<file path="src/rtl/decoder_pkg.sv">
// decoder_pkg: shared types, widths and the code-to-line helper for decoder_2_to_4_sequenced
package decoder_pkg;
  typedef enum logic {IDLE, DRIVE} state_t;
  localparam int CODE_W = 2;
  localparam int LINES_W = 4;
  localparam int FIFO_DEPTH = 2;
  localparam int HOLD_W = 4;
  function automatic logic [LINES_W-1:0] code_to_onehot(input logic [CODE_W-1:0] code);
    return LINES_W'(1) << code;
  endfunction
endpackage

</file>
<file path="src/rtl/decoder_2_to_4_sequenced_code_fifo_2.sv">
// code_fifo_2: 2-entry synchronous FIFO of codes with first-word-out head
module code_fifo_2
  import decoder_pkg::*;
(
  input  logic              clk,
  input  logic              rst,
  input  logic              i_push,
  input  logic              i_pop,
  input  logic [CODE_W-1:0] i_data,
  output logic [CODE_W-1:0] o_head,
  output logic [1:0]        o_count
);
  logic [CODE_W-1:0] r_mem [FIFO_DEPTH];
  logic [1:0]        r_count;
  logic [1:0]        w_idx;
  logic              w_push;
  logic              w_pop;
  assign w_push = i_push && r_count != 2'd2;
  assign w_pop = i_pop && r_count != 2'd0;
  // a same-edge pop shifts the queue down, so the push lands one slot lower
  assign w_idx = r_count - {1'b0, w_pop};
  assign o_head = r_mem[0];
  assign o_count = r_count;
  always_ff @(posedge clk) begin
    if (rst) begin
      r_count <= 2'd0;
      r_mem[0] <= '0;
      r_mem[1] <= '0;
    end else begin
      r_count <= r_count + {1'b0, w_push} - {1'b0, w_pop};
      if (w_pop) r_mem[0] <= r_mem[1];
      if (w_push) r_mem[w_idx[0]] <= i_data;
    end
  end
endmodule

</file>
<file path="src/rtl/decoder_2_to_4_sequenced.sv">
// decoder_2_to_4_sequenced: buffered 2-to-4 decoder driving timed one-hot strobes.
// Define DECODER_2_TO_4_ACTIVE_LOW_EN for one-cold out_lines (idle 1111).
module decoder_2_to_4_sequenced
  import decoder_pkg::*;
#(
  parameter int HOLD_CYCLES = 4
) (
  input  logic               clk,
  input  logic               rst,
  input  logic [CODE_W-1:0]  in_lines,
  input  logic               in_valid,
  output logic               in_ready,
  output logic [LINES_W-1:0] out_lines,
  output logic               out_active
);
`ifdef DECODER_2_TO_4_ACTIVE_LOW_EN
  localparam logic [LINES_W-1:0] LINE_XOR = '1;
`else
  localparam logic [LINES_W-1:0] LINE_XOR = '0;
`endif
  state_t              r_state, w_next;
  logic [HOLD_W-1:0]   r_cnt;
  logic [LINES_W-1:0]  r_lines;
  logic [CODE_W-1:0]   w_head, w_code;
  logic [1:0]          w_count;
  logic                w_slot, w_xfer, w_pop, w_bypass, w_push, w_load;
  code_fifo_2 u_fifo (
    .clk     (clk),
    .rst     (rst),
    .i_push  (w_push),
    .i_pop   (w_pop),
    .i_data  (in_lines),
    .o_head  (w_head),
    .o_count (w_count)
  );
  assign in_ready = w_count != 2'd2;
  assign out_lines = r_lines;
  assign out_active = r_state == DRIVE;
  // w_slot marks an edge where a new strobe may start: idle, or the last hold cycle
  always_comb begin
    w_slot = r_state == IDLE || r_cnt == '0;
    w_xfer = in_valid && in_ready;
    w_pop = w_slot && w_count != 2'd0;
    w_bypass = w_slot && w_count == 2'd0 && w_xfer;
    w_push = w_xfer && !w_bypass;
    w_load = w_pop || w_bypass;
    w_code = w_pop ? w_head : in_lines;
    w_next = w_load ? DRIVE : (w_slot ? IDLE : r_state);
  end
  always_ff @(posedge clk) begin
    if (rst) r_state <= IDLE;
    else r_state <= w_next;
  end
  always_ff @(posedge clk) begin
    if (rst) begin
      r_cnt <= '0;
      r_lines <= LINE_XOR;
    end else if (w_load) begin
      r_cnt <= HOLD_W'(HOLD_CYCLES - 1);
      r_lines <= code_to_onehot(w_code) ^ LINE_XOR;
    end else if (w_slot) begin
      r_cnt <= '0;
      r_lines <= LINE_XOR;
    end else begin
      r_cnt <= r_cnt - HOLD_W'(1);
    end
  end
endmodule

</file>
<file path="config.mk">
export PLATFORM = sky130hd
export DESIGN_NAME = decoder_2_to_4_sequenced
export DESIGN_NICKNAME = d
export VERILOG_FILES = /design/src/rtl/decoder_pkg.sv /design/src/rtl/decoder_2_to_4_sequenced_code_fifo_2.sv /design/src/rtl/decoder_2_to_4_sequenced.sv
export SDC_FILE = /design/constraint.sdc
export NUM_CORES = 1
export LEC_CHECK = 0
export CAP_MARGIN = 5
export CORE_ASPECT_RATIO = 0.9
export CORE_MARGIN = 4
export CORE_UTILIZATION = 45
export CTS_CLUSTER_SIZE = 40
export DETAILED_ROUTE_END_ITERATION = 16
export PLACE_DENSITY = 0.7
export SLEW_MARGIN = 0
export SYNTH_ARGS = -nofsm -noshare
export SYNTH_HDL_FRONTEND = slang
export SYNTH_SLANG_ARGS = --single-unit
</file>
<file path="constraint.sdc">
create_clock -name clk -period 2.2 [get_ports clk]
set_input_delay 0.33 -clock clk [delete_from_list [all_inputs] [get_ports clk]]
set_output_delay 0.33 -clock clk [all_outputs]
set_load 0.01 [all_outputs]
</file>
==> impl_metrics.py <==
metrics = {
    "status": {
        "status": "finished, final reports clean",
    },
    "pwr": {
        "total_power_w": 0.00112,
        "irDropWorstVdd_v": 0.000571,
        "p_leak_nw": 0.396,
        "powerDensity_nw_per_um2": 1150,
    },
    "timing": {
        "maxSlewHeadroom_pct": 70.7,
        "finalCritPeriodShare_pct": 93.7,
        "whs_ps": 438,
        "maxSlewViolCount": 0,
        "hold_violations": 0,
        "setup_viol": 0,
        "worst_slew_pin_slew_ps": 436,
        "fmax_ghz": 0.485,
        "rsz0062_at_grt": "false",
        "fin_ws_ps": 138,
        "min_period_ps": 2060,
        "setup_tns_ps": 0,
        "skew_ps": 8.85,
    },
    "layout": {
        "n_antenna_cell": 0,
        "final_area_sq_um": 976,
        "multi_input_area_sq_um": 408,
        "syn_to_final_growth_pct": 25.4,
        "fin_nets": 103,
        "seqCellArea_sq_um": 343,
        "fillCellCount": 129,
        "drive_gt1_share_pct": 26.6,
    },
    "critical_path": {
        "cp-end-kind": "flop",
        "critPathTopFamily": "adder cells",
        "r2r-start": "r_cnt[1]$_SDFF_PP0_",
        "cp_slowest_cell": "ha_1",
        "critical_path_class": "flop to flop",
        "required_ps": 2420,
        "cp_max_fo": 5,
        "startpoint": "r_cnt[1]$_SDFF_PP0_",
        "path_buf_inv": 2,
        "crit_chain": "inv_1, ha_2, nor3b_2, nor2_1, nor2_1, ha_1, inv_2, ha_1, xor2_1, and2_1, nor3_2",
        "reg2reg_depth": 11,
        "worstPathArrival_ps": 2280,
        "critPathLaunchType": "flop",
        "r2r-end": "u_fifo.o_count[1]$_SDFF_PP0_",
        "r2r_setup_slack_ps": 140,
        "cpPeakStageDelay_ps": 380,
    },
    "drt": {
        "routed_wl_mm": 1.64,
        "initialDrtViolationCount": 12,
        "drc_errors": 0,
        "viasPerCell": 5.65,
        "vias": 655,
        "wl_per_cell_microns": 14.1,
        "drt_first_pass_iters": 4,
        "antenna_left": 0,
    },
    "cts": {
        "clock-root-buffer": "clkbuf_4",
        "post-cts-setup-buffers": 0,
        "cts_tree": "yes",
        "clk_pin_slew_ps": 90,
        "clockBufferDepth": 2,
        "cts_inserted_buffers": 3,
        "cts.sinks": 15,
        "clkLatencyLatePin_ps": 280,
        "h-tree-depth": 1,
    },
    "worst_hold_path": {
        "min_to": "r_cnt[0]$_SDFF_PP0_",
        "hold-path-cell-count": 1,
        "min_from": "r_cnt[0]$_SDFF_PP0_",
        "hp-class": "flop to flop",
    },
    "synth": {
        "yosys_warnings": 0,
        "synth_top_cell_area_share_pct": 28.3,
        "syn_inst": 77,
        "synth_area_leaders": "dfxtp_1 28%, edfxtp_1 15%, ha_1 4.8%",
        "yosysTopAreaCell": "dfxtp_1",
        "synth-edff-count": 4,
        "netlist_top_cells_count": "11 x dfxtp_1, 8 x inv_1, 5 x nor2_1, 5 x nor3_1, 4 x edfxtp_1",
        "synth_most_common_cell": "dfxtp_1",
        "syn_avg_cell_area_sq_um": 10.1,
        "synthDistinctLibCells": 36,
        "syn_area_sq_um": 778,
        "syn-num-nets": 85,
        "synth_seq_cells": 15,
        "synth_ff_type": "dfxtp_1",
        "yosysSeqAreaShare_pct": 43.7,
        "synthArstFlopShare_pct": 0,
    },
    "floorplanning": {
        "initial_core_util_pct": 50.9,
        "die_h_microns": 47.5,
        "die-area_sq_um": 2460,
        "die_x_microns": 51.8,
        "rows": 13,
        "core_sq_um": 1530,
        "ioPinCount": 11,
    },
    "run": {
        "drv_cap": 0,
    },
    "grt": {
        "track_usage_pct": 16.0,
        "grt_pass1_vias": 610,
        "antenna_found_initial": 0,
        "grt_overflow": 0,
        "grt_max_degree": 12,
        "grt_pass1_wl_mm": 2.76,
    },
    "placed_design": {
        "dp.final_hpwl_mm": 1.26,
        "place_area_sq_um": 928,
        "post-place-ws_ps": 96.8,
        "place.gp.congestion": 0.852,
        "portBuffers": 10,
    },
}
==> state kept, by name, summed over array words and instances, names as in the netlist <==
register        cells
out_active          1
out_lines           4
r_cnt               4
u_fifo.o_count      2
u_fifo.r_mem        4
==> cell families (layout without fill, tap and decap cells) <==
family / count (synthesis) / after routing / synth area share, %
AO/OA/AOI/OAI: 17 / 17 / 17.5
XOR/XNOR: 3 / 3 / 3.38
adder cells (fa/ha/maj): 3 / 3 / 4.82
buffers and inverters: 11 / 28 / 6.27
flip-flops: 15 / 15 / 43.7
multiplexers: 2 / 2 / 2.73
AND/OR/NAND/NOR: 26 / 26 / 21.5
==> worst register-to-register path, delay by kind of cell, from the launching register on <==
family | cells | cell delay [ps]
adder cells (fa/ha/maj) | 3 | 760
AND/OR/NAND/NOR | 5 | 640
flip-flops | 1 | 350
XOR/XNOR | 1 | 150
buffers and inverters | 2 | 100
==> per-layer routing <==
layer / up-vias / wire length [microns] / track usage, %
met5: - / 0 / 0
met4: 0 / 17 / 5.24
met3: 4 / 80 / 7.17
met2: 17 / 772 / 25.6
met1: 312 / 769 / 19.5
li1: 322 / - / -
==> per-stage QoR <==
stage / instances / util (%)
after floorplan: 77 / -
after global routing: 116 / 63.8
after global placement: 112 / 60.7
final: 116 / 63.8
after CTS: 116 / 62.4
after detailed placement: 112 / 60.7
==> final cells by class <==
cell class	count	share of cell area [%]
Multi-Input combinational cell	51	41.8
Sequential cell	15	35.1
Timing Repair Buffer	15	14.1
Inverter	9	3.46
Tap cell	22	2.82
Clock buffer	4	2.69
==> cells in the final DEF (no fill, tap or decap), types with 2 or more instances in the layout <==
cell / n
o21ai_0: 2
o32ai_1: 2
and4_1: 2
dfxtp_1: 9
or2_2: 2
nor2_1: 5
clkdlybuf4s50_1: 10
buf_4: 5
a211oi_1: 3
inv_1: 7
nand2_1: 3
dfxtp_2: 2
xnor2_1: 2
inv_2: 2
a32o_1: 2
a32o_2: 2
ha_1: 2
clkbuf_4: 3
edfxtp_1: 4
nor3_1: 4
==> worst max-delay path by stage <==
stage,to,slack (ps),cells after the start
CTS,u_fifo.o_count[1]$_SDFF_PP0_,60,11
global route,u_fifo.o_count[1]$_SDFF_PP0_,20,11
floorplan,u_fifo.o_count[1]$_SDFF_PP0_,150,11
detailed placement,u_fifo.o_count[1]$_SDFF_PP0_,100,11
global placement,u_fifo.r_mem[0][0]$_DFFE_PP_,150,9
finish,u_fifo.o_count[1]$_SDFF_PP0_,140,11
==> where the power goes <==
| part | switching [W] | internal, W | total (W) |
|---|---|---|---|
| logic | 0.000273 | 0.000279 | 0.000552 |
| registers | 0.0000567 | 0.000363 | 0.000419 |
| clock network | 0.0000818 | 0.0000704 | 0.000152 |
==> repair_timing <==
action                                  CTS  global route
hold endpoints to repair                  0             0
hold buffers                              0             0
endpoints found under the setup margin    0             3
resized for setup                         0             7
Note: power is estimated with default switching activity, not from simulation.
